### config.mk
export PLATFORM = sky130hd
export DESIGN_NAME = pulse_gen_multi
export DESIGN_NICKNAME = d
export VERILOG_FILES = /design/src/rtl/pulse_gen_multi.sv
export SDC_FILE = /design/constraint.sdc
export NUM_CORES = 1
export LEC_CHECK = 0
export CAP_MARGIN = 20
export CELL_PAD_IN_SITES_DETAIL_PLACEMENT = 1
export CELL_PAD_IN_SITES_GLOBAL_PLACEMENT = 2
export CORE_MARGIN = 10
export CORE_UTILIZATION = 44
export DETAILED_ROUTE_END_ITERATION = 16
export DONT_BUFFER_PORTS = 1
export GPL_ROUTABILITY_DRIVEN = 0
export PLACE_DENSITY = 0.8
export SETUP_SLACK_MARGIN = 0.5
export SLEW_MARGIN = 20
export SYNTH_ARGS = -nofsm -noshare
export SYNTH_HDL_FRONTEND = slang
export SYNTH_SLANG_ARGS = --single-unit
### constraint.sdc
create_clock -name i_clk -period 5.9 [get_ports i_clk]
set_input_delay 0.59 -clock i_clk [delete_from_list [all_inputs] [get_ports i_clk]]
set_output_delay 0.59 -clock i_clk [all_outputs]
set_load 0.02 [all_outputs]
### src/rtl/pulse_gen_multi.sv
`default_nettype none
// +----------------------------------------------------------------------------+
// | Module  : pulse_gen_multi                                                  |
// | Brief   : multi-channel periodic/one-shot pulse generator with shadow cfg   |
// | Revision: 1.0                                                              |
// +----------------------------------------------------------------------------+
module pulse_gen_multi #(
  parameter int  CH_NUM      = 4,
  parameter int  CNT_W       = 10,
  parameter int  DEF_PERIOD  = 659,
  parameter int  DEF_HIGH    = 219,
  parameter bit  DEF_ONESHOT = 1'b0,
  localparam int CH_IDX_W    = (CH_NUM > 1) ? $clog2(CH_NUM) : 1
) (
  input  logic                i_clk,
  input  logic                i_rst_n,
  input  logic [CH_NUM-1:0]   i_en,
  input  logic [CH_NUM-1:0]   i_trig,
  input  logic                i_cfg_valid,
  output logic                o_cfg_ready,
  input  logic [CH_IDX_W-1:0] i_cfg_ch,
  input  logic [CNT_W-1:0]    i_cfg_period,
  input  logic [CNT_W-1:0]    i_cfg_high,
  input  logic                i_cfg_oneshot,
  output logic [CH_NUM-1:0]   o_pulse,
  output logic [CH_NUM-1:0]   o_period_end,
  output logic [CH_NUM-1:0]   o_busy
);

  typedef enum logic [0:0] {
    ST_IDLE = 1'b0,
    ST_RUN  = 1'b1
  } state_t;

  localparam logic [CNT_W-1:0] C_DEF_PERIOD = CNT_W'(DEF_PERIOD);
  localparam logic [CNT_W-1:0] C_DEF_HIGH   = CNT_W'(DEF_HIGH);

  logic [CH_NUM-1:0] w_pend;

  // Out-of-range channel numbers never match, so they stay ready and are dropped.
  always_comb begin
    o_cfg_ready = 1'b1;
    for (int i = 0; i < CH_NUM; i++) begin
      if (i_cfg_ch == CH_IDX_W'(i)) o_cfg_ready = !w_pend[i];
    end
  end

  for (genvar i = 0; i < CH_NUM; i++) begin : g_ch
    state_t           state_q, state_d;
    logic [CNT_W-1:0] cnt_q, cnt_d;
    logic [CNT_W-1:0] per_q, per_d, high_q, high_d;
    logic [CNT_W-1:0] sh_per_q, sh_per_d, sh_high_q, sh_high_d;
    logic             os_q, os_d, sh_os_q, sh_os_d;
    logic             pend_q, pend_d, pulse_q, pulse_d;
    logic [CNT_W-1:0] w_last;
    logic             w_at_end, w_copy, w_accept;

    always_comb begin
      // A zero period behaves as period 1.
      w_last   = (per_q == '0) ? '0 : per_q - 1'b1;
      w_at_end = (state_q == ST_RUN) && (cnt_q == w_last);
      w_accept = i_cfg_valid && (i_cfg_ch == CH_IDX_W'(i)) && !pend_q;
      w_copy   = pend_q && ((state_q == ST_IDLE) || w_at_end);

      state_d   = state_q;
      cnt_d     = '0;
      per_d     = per_q;
      high_d    = high_q;
      os_d      = os_q;
      sh_per_d  = sh_per_q;
      sh_high_d = sh_high_q;
      sh_os_d   = sh_os_q;
      pend_d    = pend_q;

      if (state_q == ST_RUN) begin
        if (!i_en[i]) begin
          state_d = ST_IDLE;
        end else if (w_at_end) begin
          // One-shot ends here, including a mode switch landing on this boundary.
          if (os_q || (pend_q && sh_os_q)) state_d = ST_IDLE;
        end else begin
          cnt_d = cnt_q + 1'b1;
        end
      end else if (i_en[i] && (!os_q || i_trig[i])) begin
        state_d = ST_RUN;
      end

      if (w_copy) begin
        per_d  = sh_per_q;
        high_d = sh_high_q;
        os_d   = sh_os_q;
        pend_d = 1'b0;
      end
      if (w_accept) begin
        sh_per_d  = i_cfg_period;
        sh_high_d = i_cfg_high;
        sh_os_d   = i_cfg_oneshot;
        pend_d    = 1'b1;
      end

      pulse_d = (state_d == ST_RUN) && (cnt_d < high_d);
    end

    always_ff @(posedge i_clk or negedge i_rst_n) begin
      if (!i_rst_n) begin
        state_q   <= ST_IDLE;
        cnt_q     <= '0;
        per_q     <= C_DEF_PERIOD;
        high_q    <= C_DEF_HIGH;
        os_q      <= DEF_ONESHOT;
        sh_per_q  <= C_DEF_PERIOD;
        sh_high_q <= C_DEF_HIGH;
        sh_os_q   <= DEF_ONESHOT;
        pend_q    <= 1'b0;
        pulse_q   <= 1'b0;
      end else begin
        state_q   <= state_d;
        cnt_q     <= cnt_d;
        per_q     <= per_d;
        high_q    <= high_d;
        os_q      <= os_d;
        sh_per_q  <= sh_per_d;
        sh_high_q <= sh_high_d;
        sh_os_q   <= sh_os_d;
        pend_q    <= pend_d;
        pulse_q   <= pulse_d;
      end
    end

    assign w_pend[i]       = pend_q;
    assign o_pulse[i]      = pulse_q;
    assign o_period_end[i] = w_at_end;
    assign o_busy[i]       = (state_q == ST_RUN);
  end

endmodule
`default_nettype wire

## After elaboration in Yosys (flattened, before gate mapping)

Index checks and enable logic that the tools add are counted.

- Mux-type cells: 52
- Bitwise operators: 4
- Magnitude comparators: 4
- $add $sub $neg: 8
- Equal/unequal tests: 7
- Reductions and logical operators: 57

Operator list:

| kind | count |
|---|---|
| 10-bit two-way mux | 20 |
| 10-bit by 1-bit adder with 10-bit output (second input constant) | 4 |
| 10-bit equality test | 4 |
| 10-bit zero test | 4 |
| 10-bit less-than comparator | 4 |
| 10-bit by 1-bit subtractor with 10-bit output (second input constant) | 4 |
| 1-bit two-way mux | 32 |
| 1-bit logical AND | 28 |
| 1-bit logical OR | 12 |
| 1-bit zero test | 8 |
| 2-bit nonzero test | 4 |
| 2-bit equality test (second input constant) | 2 |
| 1-bit inverter | 4 |
| 2-bit by 1-bit equality test with 1-bit output (second input constant) | 1 |
| 2-bit zero test | 1 |

- Bits of input ports: 34
- Output and inout bits: 13
- Register bits: 220
- Logic and storage cells: 172

## Logic depth before layout (Yosys ltp)

Gate-level depths: netlist of run 1.

- Word-level depth: 9
- Mapped depth: 20
- Gate-level depth less buffers: 19

## Worst setup path before layout of run 1

No wires, ideal clock.

- Path kind: register to register
- Start point: register g_ch[3].per_q[0]
- End point: register g_ch[3].pulse_q
- Data arrival time: 4.157 ns
- Buffers on the path: 1
- Clock period less this slack: 4.239 ns
- Setup time: 0.082 ns
- Data required time: 5.818 ns
- Slack: 1.661 ns
- Cell stages (with the launch flop): 18
- Cell sequence: dfstp_2 > inv_1 > ha_1 > nor3b_1 > nand3_1 > a221o_1 > nor4bb_1 > or3b_1 > o311ai_1 > buf_2 > nor2_1 > ha_1 > a21o_1 > a21o_1 > a221oi_1 > o21ai_0 > a311o_1 > a31oi_1

- Cells in the longest elaborated chain, start to end: 9
- Elaborated cells on any way between the ends: 16
- Classes of those cells: add/sub (1); order compare (1); eq/ne (1); mux (8); reduce/logical (5)

RTL lines:

| what | RTL line | RTL |
|---|---|---|
| from (decl) | 51 | `logic [CNT_W-1:0] per_q, per_d, high_q, high_d;` |
| from (signal assigned) | 119 | `per_q <= per_d;` |
| 10-bit by 1-bit subtractor with 10-bit output or 10-bit zero test (tied branches) | 60 | `w_last = (per_q == '0) ? '0 : per_q - 1'b1;` |
| 10-bit two-way mux * | 60 |  |
| 10-bit equality test * | 61 | `w_at_end = (state_q == ST_RUN) && (cnt_q == w_last);` |
| 1-bit logical AND * | 61 |  |
| 10-bit two-way mux * | 78 | `end else if (w_at_end) begin` |
| 10-bit two-way mux * | 76 | `if (!i_en[i]) begin` |
| 10-bit two-way mux * | 75 | `if (state_q == ST_RUN) begin` |
| named net g_ch[3].cnt_d[3] | 50 | `logic [CNT_W-1:0] cnt_q, cnt_d;` |
| 10-bit less-than comparator * | 101 | `pulse_d = (state_d == ST_RUN) && (cnt_d < high_d);` |
| 1-bit logical AND * | 101 |  |
| named net g_ch[3].pulse_d | 54 | `logic pend_q, pend_d, pulse_q, pulse_d;` |
| to (signal assigned) | 126 | `pulse_q <= pulse_d;` |
| to (decl) | 54 |  |

The timed path passes the listed nets; every way through them passes the cells marked *.
A chain may end at the register's enable or synchronous reset.

## Worst setup path in the final report of run 1

- Start point: register g_ch[0].per_q[0]
- End point: register g_ch[0].pulse_q

- Cells in the longest elaborated chain, start to end: 9
- Elaborated cells on any way between the ends: 16
- Classes of those cells: add/sub (1); order compare (1); eq/ne (1); mux (8); reduce/logical (5)

RTL lines:

| what | RTL line | RTL |
|---|---|---|
| from (decl) | 51 |  |
| from (signal assigned) | 119 |  |
| 10-bit by 1-bit subtractor with 10-bit output or 10-bit zero test (tied branches) | 60 |  |
| 10-bit two-way mux * | 60 |  |
| 10-bit equality test * | 61 |  |
| 1-bit logical AND * | 61 |  |
| 1-bit logical OR * | 63 | `w_copy = pend_q && ((state_q == ST_IDLE) \|\| w_at_end);` |
| 1-bit logical AND * | 63 |  |
| 10-bit two-way mux * | 88 | `if (w_copy) begin` |
| named net g_ch[0].high_d[3] | 51 |  |
| 10-bit less-than comparator * | 101 |  |
| 1-bit logical AND * | 101 |  |
| named net g_ch[0].pulse_d | 54 |  |
| to (signal assigned) | 126 |  |
| to (decl) | 54 |  |

Marks and branches as above.

==> impl_metrics.json, run 1 <==
{
  "crit_path_max_delay_cell_type": "sky130_fd_sc_hd__or4b_1",
  "synth-adder-area-share_pct": 4.656,
  "post_drt_via_cell_ratio": 5.806,
  "setup_violations": 0,
  "syn_inst": 1037,
  "ys.warnings.count": 0,
  "synthSimpleGateAreaFrac_pct": 12.73,
  "max_slew.worst_pin.slew_ns": 1.122,
  "run_status": "finished clean",
  "timing.critical_path.arrival_ns": 5.45,
  "grt_pass1_wl_um": 47690,
  "synth-main-ff-cell": "sky130_fd_sc_hd__dfrtp_1",
  "drive_above_1_share_pct": 30.42,
  "most_frequent_cells_after_synthesis": "sky130_fd_sc_hd__dfrtp_1, sky130_fd_sc_hd__mux2_2, sky130_fd_sc_hd__dfstp_2",
  "report.power.total_mw": 6.087,
  "route.detailed.drc": 0,
  "critical_path.max_stage_delay_ns": 0.68,
  "grt.total_usage_pct": 17.70,
  "avgSynthCellArea_um2": 11.40,
  "core_area_mm2": 0.02628,
  "fmaxAchievable_mhz": 199.8,
  "initial_antenna_violation_count": 2,
  "synth_area_leader": "sky130_fd_sc_hd__dfrtp_1",
  "clk_transition_reported_paths_ns": 0.06,
  "fin_util_pct": 49.63,
  "net-switching-power_mw": 1.996,
  "synthesis.area_mm2": 0.01182,
  "tns_ns": 0,
  "timing.critical_path.fanout_max": 24,
  "cts_root_buf": "sky130_fd_sc_hd__clkbuf_16",
  "floorplan.io_pins": 47,
  "slew_violations": 0,
  "ctsResizeCount": 0,
  "grt_overflow": 0,
  "finalCriticalPeriod_ns": 5.004,
  "synth_top_cells_by_area": "sky130_fd_sc_hd__dfrtp_1, sky130_fd_sc_hd__dfstp_2, sky130_fd_sc_hd__mux2_2",
  "share_seq_of_total_power_pct": 42.5,
  "detailroute.via_count": 7995,
  "antenna_violating_nets_post_route": 0,
  "synth_enable_flop_cells": 0,
  "floorplan.initialDensity_pct": 44.99,
  "synth-compound-area-share_pct": 9.841,
  "slew-limit-headroom_pct": 24.49,
  "antennaDiodeCount": 0,
  "post-cts-setup-buffer-count": 0,
  "pwr_density_cell_mw_per_mm2": 466.7,
  "synth_cell_types": 91,
  "comb_power_share_pct": 29.0,
  "worst_hold_path_type": "in -> async",
  "hpwlAfterDp_um": 21050,
  "first_iter_violations": 450,
  "avgRoutedWirePerCell_um": 21.79,
  "critical_path.endpoint_type": "register",
  "xor_xnor_share_of_the_synthesized_area_pct": 4.349,
  "design.die.area_mm2": 0.03383,
  "postSynthNetCount": 1115,
  "clock_latency_ns": 0.54,
  "worst_ep_required_time_ns": 6.35,
  "yosysTopAreaCellShare_pct": 27.94,
  "num-nets-final": 1101,
  "power.leakage_nw": 5.769,
  "first_global_vias": 8489,
  "cts_made_buffers": 25,
  "finalClockSkew_ns": 0.01743,
  "hold_viol": 0,
  "final.period_utilization_pct": 84.82,
  "cts-root-to-sink-buffers": 3,
  "synth.ff_latch_count": 220,
  "yosysSeqAreaShare_pct": 47.49,
  "flow.area_growth_from_synthesis_pct": 10.32,
  "top_cell_by_count_worst_path": "sky130_fd_sc_hd__a21o_1",
  "die_w_um": 183.9,
  "grt_max_degree": 221,
  "fp.dieH_um": 183.9,
  "internal-power_mw": 4.091,
  "synth_mux_area_share_pct": 16.29,
  "sw_frac_of_total_pct": 32.80,
  "clock_power_share_pct": 28.5,
  "async_flop_share_pct": 100.0,
  "critical_path_class": "reg -> reg",
  "rsz0062_at_grt": "false",
  "detail_route.first_pass.iterations": 4,
  "detail_route.wirelength_um": 30000,
  "numClockSinks": 220,
  "max-cap-violations": 0,
  "worstPathCellList": "inv_1, ha_1, or4b_1, or3_1, a311oi_1, o2111ai_2, nor3_1, o21ai_2, buf_4, mux2_2, inv_1, ha_1, a21o_1, a21o_1, a21o_1, a21oi_1, nor2b_1, o211ai_1, nand3_1, a21oi_1",
  "port_buffers": 0,
  "power.ir.vdd_worst_uv": 222.2,
  "synth.most_common_cell": "sky130_fd_sc_hd__dfrtp_1",
  "worstSetupStartpointType": "register",
  "cts_tree": "built",
  "synth_top_family_by_area": "multiplexers",
  "htree_num_levels": 1,
  "core.rowCount": 59
}
-- flip-flops by register name (all words and copies together), names as in the netlist --
signal	count
g_ch.per_q	40
g_ch.cnt_q	40
g_ch.pulse_q	4
g_ch.sh_per_q	40
g_ch.high_q	40
g_ch.state_q	4
g_ch.pend_q	4
g_ch.sh_high_q	40
g_ch.sh_os_q	4
g_ch.os_q	4
-- per-layer routing --
| layer | up-vias | GRT usage [%] | part of all wire (%) |
|---|---|---|---|
| met5 | - | 0 | 0.043 |
| met4 | 2 | 4.621 | 2.2 |
| met3 | 42 | 3.735 | 5.0 |
| met2 | 126 | 28.65 | 46 |
| met1 | 4095 | 23.54 | 47 |
| li1 | 3730 | - | - |
-- per-stage QoR --
step / cells / setup WS [ns] / area, µm² / hold WS, ns
final: 1377 / 0.8956 / 13040 / 0.08148
after global routing: 1377 / 0.5571 / 13040 / 0.1368
after CTS: 1375 / 0.9087 / 12990 / -0.2697
after detailed placement: 1329 / 0.9656 / 12060 / 0.3047
after global placement: 1329 / 0.9841 / 12060 / 0.3060
after floorplan: 1037 / 1.661 / 11820 / 0.2944
-- cell usage in the layout, fill, tap and decap left out, drive strengths merged, types with 10 or more instances in the layout --
| cell type | Yosys | layout |
|---|---|---|
| mux2 | 131 | 131 |
| nand4 | 12 | 12 |
| inv | 69 | 71 |
| o21ai | 27 | 27 |
| nand2 | 35 | 35 |
| nor2 | 72 | 72 |
| buf | 29 | 11 |
| and3 | 11 | 11 |
| or4 | 10 | 10 |
| xor2 | 27 | 27 |
| xnor2 | 21 | 21 |
| clkbuf | 23 | 31 |
| nor4 | 12 | 12 |
| mux2i | 36 | 36 |
| a21oi | 20 | 20 |
| ha | 44 | 44 |
| o211ai | 10 | 10 |
| dfstp | 88 | 88 |
| or3 | 15 | 15 |
| dfrtp | 132 | 132 |
| nand3 | 35 | 35 |
| nand2b | 10 | 10 |
| nor3 | 22 | 22 |
| a21o | 17 | 17 |
-- path summary, 6_finish.rpt --
kind                              startpoint              endpoint  slack [ns]  depth (start not counted)
min in group i_clk             i_cfg_high[0]  g_ch[0].sh_high_q[0]        0.19                          2
hold / removal                       i_rst_n     g_ch[3].high_q[5]        0.08                          1
max in group asynchronous            i_rst_n      g_ch[0].cnt_q[6]        5.20                          1
setup / recovery            g_ch[0].per_q[0]       g_ch[0].pulse_q        0.90                         20
setup reg to reg            g_ch[0].per_q[0]       g_ch[0].pulse_q        0.90                         20
hold reg to reg            g_ch[3].high_q[0]     g_ch[3].high_q[0]        0.46                          2
-- area by class of cell --
class	count	area, µm²
clock inverters	15	237.7
well taps	335	419.2
repair buffers	11	122.6
multi-input cells	696	5702
inverters	69	259.0
clock buffers	31	688.2
fillers	2756	13240
flip-flops and latches	220	5615
-- logic make-up after synthesis --
logic type / count (synthesis)
fa+ha+maj: 44
buf+inv: 121
xor+xnor: 52
compound gates: 154
simple gates: 278
flops: 220
mux: 168
-- power by group through the flow --
stage	clock [mW]	sequential, mW	combinational, mW
detailed placement	0	2.60	1.73
global route	1.85	2.66	1.99
finish	1.74	2.58	1.77
CTS	1.78	2.59	1.75
floorplan	0	2.37	1.52
global placement	0	2.58	1.68
-- critical path, delay by kind of cell, from the launching register on --
family / cells / cell delay, ns
buf+inv: 3 / 0.38
mux: 1 / 0.32
flops: 1 / 0.40
simple gates: 5 / 1.60
fa+ha+maj: 2 / 0.50
compound gates: 9 / 1.70
Power figures use the tool's default switching activity.
==> run 2: changes to the inputs <==
==> constraint.sdc (replaced) <==
create_clock -name i_clk -period 4.8 [get_ports i_clk]
set_input_delay 0.48 -clock i_clk [delete_from_list [all_inputs] [get_ports i_clk]]
set_output_delay 0.48 -clock i_clk [all_outputs]
set_load 0.02 [all_outputs]
==> run 2 against run 1 <==
- the run now ends with hold timing left
- combinational power grew 54%
- final cell count up 3.6%
- sequential power rose by 26%
- critical endpoint is now g_ch[2].pulse_q
- largest cell class unchanged
- largest power group unchanged
- highest routed layer is now met4
==> impl_metrics.json, run 2 (synthesis gave the netlist of run 1 again) <==
{
  "final.period_utilization_pct": 89.13,
  "detail_route.wirelength_um": 30960,
  "slew-limit-headroom_pct": 55.91,
  "cts-root-to-sink-buffers": 3,
  "power.leakage_nw": 6.061,
  "fp.dieH_um": 183.9,
  "htree_num_levels": 1,
  "timing.critical_path.arrival_ns": 4.72,
  "detailroute.via_count": 8190,
  "first_global_vias": 8671,
  "core.rowCount": 59,
  "num-nets-final": 1152,
  "detail_route.first_pass.iterations": 4,
  "finalCriticalPeriod_ns": 4.278,
  "final_cell_mix": "sky130_fd_sc_hd__dfrtp_1, sky130_fd_sc_hd__mux2_2, sky130_fd_sc_hd__dfstp_2, sky130_fd_sc_hd__nor2_1, sky130_fd_sc_hd__buf_4",
  "first_iter_violations": 388,
  "post_drt_via_cell_ratio": 5.739,
  "initial_antenna_violation_count": 2,
  "grt_overflow": 0,
  "numClockSinks": 220,
  "internal-power_mw": 5.354,
  "pwr_density_cell_mw_per_mm2": 574.3,
  "worst_ep_required_time_ns": 5.24,
  "share_seq_of_total_power_pct": 40.4,
  "max_slew.worst_pin.slew_ns": 0.6613,
  "die_w_um": 183.9,
  "comb_power_share_pct": 34.0,
  "run_status": "finished with violations",
  "worstSetupStartpointType": "register",
  "fmaxAchievable_mhz": 233.7,
  "clock_power_share_pct": 25.6,
  "clock_latency_ns": 0.52,
  "tns_ns": 0,
  "design.die.area_mm2": 0.03383,
  "grt.total_usage_pct": 17.95,
  "antennaDiodeCount": 0,
  "cts_made_buffers": 25,
  "critical_path_class": "reg -> reg",
  "net-switching-power_mw": 2.661,
  "cp.buffers_inverters": 2,
  "crit_path_max_delay_cell_type": "sky130_fd_sc_hd__or4b_4",
  "setup_violations": 0,
  "core_area_mm2": 0.02628,
  "worst_hold_slack_ns": -0.3331,
  "hold_viol": 146,
  "cts_tree": "built",
  "power.ir.vdd_worst_uv": 322.6,
  "cts_root_buf": "sky130_fd_sc_hd__clkbuf_16",
  "hpwlAfterDp_um": 20980,
  "critical_path.endpoint_type": "register",
  "violations": "hold timing",
  "antenna_violating_nets_post_route": 0,
  "avgRoutedWirePerCell_um": 21.69,
  "max-cap-violations": 0,
  "report.power.total_mw": 8.015,
  "floorplan.initialDensity_pct": 44.99,
  "sw_frac_of_total_pct": 33.20,
  "floorplan.io_pins": 47,
  "grt_pass1_wl_um": 48690,
  "worstPathCellList": "inv_2, ha_4, or4b_4, or4_4, o311a_4, nor4_4, o2111ai_2, a2bb2oi_4, mux2_4, inv_2, ha_4, a21o_1, a21o_1, a21oi_2, o21ai_1, a31oi_1, o2111ai_1, a41oi_1",
  "route.detailed.drc": 0,
  "critical_path.max_stage_delay_ns": 0.50,
  "timing.critical_path.fanout_max": 6,
  "grt_max_degree": 221,
  "finalClockSkew_ns": 0.01791,
  "rsz0062_at_grt": "true",
  "flow.area_growth_from_synthesis_pct": 18.03,
  "drive_above_1_share_pct": 40.29,
  "final_common_cell": "sky130_fd_sc_hd__dfrtp_1",
  "port_buffers": 0,
  "worst_hold_path_type": "in -> async",
  "clk_transition_reported_paths_ns": 0.06,
  "slew_violations": 0,
  "critical_path.top_delay_family": "compound AO/OA/AOI/OAI gates"
}
run 2: cell types whose count changed in the layout (fill, tap and decap cells not counted), moves of 7 or more:
cell                      change
sky130_fd_sc_hd__buf_4       +48
sky130_fd_sc_hd__ha_1        -14
sky130_fd_sc_hd__ha_4        +12
sky130_fd_sc_hd__inv_1        -8
sky130_fd_sc_hd__inv_2        +7
sky130_fd_sc_hd__mux2i_4      +7
sky130_fd_sc_hd__nor2_1       -7
run 2: final cells by class:
cell class                      instances  area (µm²)
Fill cell                            2687       12320
Sequential cell                       220        5622
Timing Repair Buffer                   62       493.0
Clock inverter                         11       185.2
Clock buffer                           34       699.4
Multi-Input combinational cell        696        6276
Inverter                               69       261.5
Tap cell                              335       419.2
run 2: worst paths after layout:
path / startpoint / slack (ns) / depth (start not counted) / endpoint
min: i_rst_n / -0.33 / 0 / g_ch[3].high_q[2]
max reg2reg: g_ch[2].per_q[0] / 0.52 / 18 / g_ch[2].pulse_q
max: g_ch[2].per_q[0] / 0.52 / 18 / g_ch[2].pulse_q
min in group i_clk: i_en[2] / 0.08 / 1 / g_ch[2].state_q
min reg2reg: g_ch[2].high_q[0] / 0.46 / 2 / g_ch[2].high_q[0]
max in group asynchronous: i_rst_n / 4.55 / 0 / g_ch[3].per_q[2]
run 2: routing by layer:
layer / GRT usage (%) / part of all wire, % / wire, µm / vias up
met4: 4.031 / 2.0 / 623 / 0
met1: 24.24 / 46 / 14280 / 4208
met2: 29.13 / 47 / 14530 / 126
met3: 3.498 / 4.9 / 1525 / 45
li1: - / - / - / 3811
met5: 0 / 0 / 0 / -
run 2: power by group through the flow:
stage	combinational (mW)	sequential [mW]	clock, mW
5_1_grt	3.01	3.33	2.20
3_5_place_dp	2.16	3.21	0
3_3_place_gp	2.10	3.18	0
6_report	2.72	3.24	2.05
4_1_cts	2.37	3.20	2.11
2_1_floorplan	1.86	2.92	0
run 2: what timing repair did:
item	in CTS	in global routing
pin swaps	12	29
buffers inserted	12	27
gates resized for setup	35	83
setup endpoints to repair	5	5
gates cloned	0	1
hold endpoints to repair	220	220
run 2: stage by stage:
step	area [µm²]	util [%]	worst slack, ns	hold slack [ns]	instances
after floorplan	11820	-	0.5609	0.1844	1037
after detailed placement	12160	46.27	0.1936	0.1933	1342
after global placement	12160	46.27	0.2550	0.1945	1342
after global routing	13960	53.10	0.2360	-0.3675	1427
after CTS	13320	50.67	0.4520	-0.3605	1399
final	13960	53.10	0.5219	-0.3331	1427
==> run 3: changes to the inputs <==
--- a/config.mk
+++ b/config.mk
@@ -8,7 +8,7 @@
 export CAP_MARGIN = 20
 export CELL_PAD_IN_SITES_DETAIL_PLACEMENT = 1
 export CELL_PAD_IN_SITES_GLOBAL_PLACEMENT = 2
-export CORE_MARGIN = 10
+export CORE_MARGIN = 2
 export CORE_UTILIZATION = 44
 export DETAILED_ROUTE_END_ITERATION = 16
 export DONT_BUFFER_PORTS = 1
==> run 3 against run 2 <==
- routed wire length is 0.46% lower
- the run still ends with hold timing left
- sequential share of layout area is 0.54 points higher
- clock power is 10% lower
- die area is 17% lower
- largest power group unchanged
- worst setup slack worse by 0.037 ns
- non-clock buffer count is 10 lower
- worst hold slack worse by 0.0070 ns
- highest routed layer unchanged
- critical path depth is 2 lower
- combinational power is 1% lower
- largest cell class unchanged
- sequential power hardly changed
==> impl_metrics.json, run 3 (synthesis gave the netlist of run 1 again) <==
{
  "max-cap-violations": 0,
  "critical_path.endpoint_type": "register",
  "power.leakage_nw": 5.997,
  "timing.critical_path.arrival_ns": 4.75,
  "initial_antenna_violation_count": 0,
  "cts_tree": "built",
  "worstPathCellList": "buf_6, or4_4, nor2_4, mux2_4, o221a_4, or3_4, o311ai_4, buf_6, nor2_4, ha_4, a21o_1, a21o_1, a221oi_2, o21ai_1, a311o_1, a31oi_1",
  "fp.dieH_um": 167.9,
  "critical_path.top_delay_family": "compound AO/OA/AOI/OAI gates",
  "detailroute.via_count": 8178,
  "nFillCells": 2776,
  "run_status": "finished with violations",
  "dp_slack_ns": 0.1860,
  "post_drt_via_cell_ratio": 5.747,
  "clk_transition_reported_paths_ns": 0.06,
  "die_w_um": 167.9,
  "sw_frac_of_total_pct": 33.86,
  "floorplan.io_pins": 47,
  "finalCriticalPeriod_ns": 4.315,
  "share_seq_of_total_power_pct": 41.6,
  "floorplan.initialDensity_pct": 44.37,
  "design.die.area_mm2": 0.02820,
  "htree_num_levels": 1,
  "setup_violations": 0,
  "report.power.total_mw": 7.749,
  "first_global_vias": 8534,
  "violations": "hold timing",
  "core.rowCount": 60,
  "fmaxAchievable_mhz": 231.7,
  "power.ir.vdd_worst_uv": 301.1,
  "crit_path_max_delay_cell_type": "sky130_fd_sc_hd__or4_4",
  "slew-limit-headroom_pct": 61.32,
  "hold_viol": 186,
  "multiInputGateArea_mm2": 0.006230,
  "cp.buffers_inverters": 2,
  "antennaDiodeCount": 0,
  "setup_slack_ns": 0.4848,
  "cts-root-to-sink-buffers": 3,
  "finalClockSkew_ns": 0.01177,
  "first_iter_violations": 386,
  "pwr_density_cell_mw_per_mm2": 562.9,
  "grt_max_degree": 221,
  "grt_overflow": 0,
  "core_area_mm2": 0.02665,
  "final_common_cell": "sky130_fd_sc_hd__dfrtp_1",
  "worst_ep_required_time_ns": 5.23,
  "max_slew.worst_pin.slew_ns": 0.5749,
  "critical_path.max_stage_delay_ns": 0.57,
  "antenna_violating_nets_post_route": 0,
  "clock_power_share_pct": 23.8,
  "register_area_mm2": 0.005619,
  "timing.critical_path.fanout_max": 8,
  "internal-power_mw": 5.125,
  "cts_root_buf": "sky130_fd_sc_hd__clkbuf_16",
  "numClockSinks": 220,
  "num-nets-final": 1142,
  "fin_util_pct": 51.65,
  "dpl.cell_count": 1349,
  "critical_path_class": "reg -> reg",
  "layout.cells.non_filler": 1423,
  "detail_route.first_pass.iterations": 4,
  "detail_route.wirelength_um": 30820,
  "worst_hold_slack_ns": -0.3401,
  "cts_made_buffers": 25,
  "flow.area_growth_from_synthesis_pct": 16.41,
  "comb_power_share_pct": 34.6,
  "slew_violations": 0,
  "avgRoutedWirePerCell_um": 21.66,
  "final_cell_mix": "sky130_fd_sc_hd__dfrtp_1, sky130_fd_sc_hd__mux2_2, sky130_fd_sc_hd__dfstp_2, sky130_fd_sc_hd__nor2_1, sky130_fd_sc_hd__inv_1",
  "drive_above_1_share_pct": 37.99,
  "net-switching-power_mw": 2.624,
  "grt_pass1_wl_um": 48420,
  "worst_hold_path_type": "in -> async",
  "grt.total_usage_pct": 21.78,
  "tns_ns": 0,
  "port_buffers": 0,
  "rsz0062_at_grt": "true",
  "route.detailed.drc": 0,
  "clock_latency_ns": 0.52,
  "worstSetupStartpointType": "register",
  "final.period_utilization_pct": 89.90,
  "hpwlAfterDp_um": 20780
}
## run 3: layout make-up
| class | instances | share of cell area, % |
|---|---|---|
| clock buffer | 37 | 4.945 |
| clock inverter | 8 | 0.6999 |
| inverter | 69 | 1.900 |
| multi-input combinational | 696 | 45.26 |
| sequential | 220 | 40.82 |
| tap | 341 | 3.100 |
| timing repair buffer | 52 | 3.272 |
## run 3: worst paths after layout
path,start,to,slack [ns],cells after the start
min reg2reg,g_ch[2].high_q[0],g_ch[2].high_q[0],0.47,2
max,g_ch[3].per_q[0],g_ch[3].pulse_q,0.48,16
min in group i_clk,i_cfg_high[0],g_ch[1].sh_high_q[0],0.07,2
min,i_rst_n,g_ch[3].cnt_q[3],-0.34,0
max reg2reg,g_ch[3].per_q[0],g_ch[3].pulse_q,0.48,16
max in group asynchronous,i_rst_n,g_ch[2].high_q[7],4.75,0
## run 3: power by group through the flow
stage / Combinational, mW / Sequential, mW / Clock, mW
floorplan: 1.86 / 2.92 / 0
global placement: 2.09 / 3.18 / 0
detailed placement: 2.15 / 3.20 / 0
CTS: 2.37 / 3.19 / 1.90
global route: 2.96 / 3.32 / 1.97
finish: 2.68 / 3.22 / 1.84
## run 3: repair_timing
action / 4_1_cts / 5_1_grt
pin swaps: 10 / 38
endpoints found under the setup margin: 5 / 5
resized for setup: 41 / 64
endpoints found under the hold margin: 220 / 216
buffers inserted: 11 / 17
cloned: 0 / 1
## run 3: metal layers
| metal | global-route usage, % | vias to the layer above | wire (µm) | part of all wire (%) |
|---|---|---|---|---|
| met5 | 0 | - | 0 | 0 |
| met4 | 5.898 | 0 | 816 | 2.6 |
| met3 | 4.396 | 50 | 1496 | 4.9 |
| met2 | 35.12 | 132 | 14520 | 47 |
| met1 | 30.06 | 4179 | 13980 | 45 |
| li1 | - | 3817 | - | - |
## run 3: per-stage QoR
stage | hold slack [ns] | instance area, µm²
6_report | -0.3401 | 13760
5_1_grt | -0.3608 | 13760
2_1_floorplan | 0.1844 | 11820
3_5_place_dp | 0.1922 | 12180
4_1_cts | -0.3639 | 13240
3_3_place_gp | 0.1940 | 12180
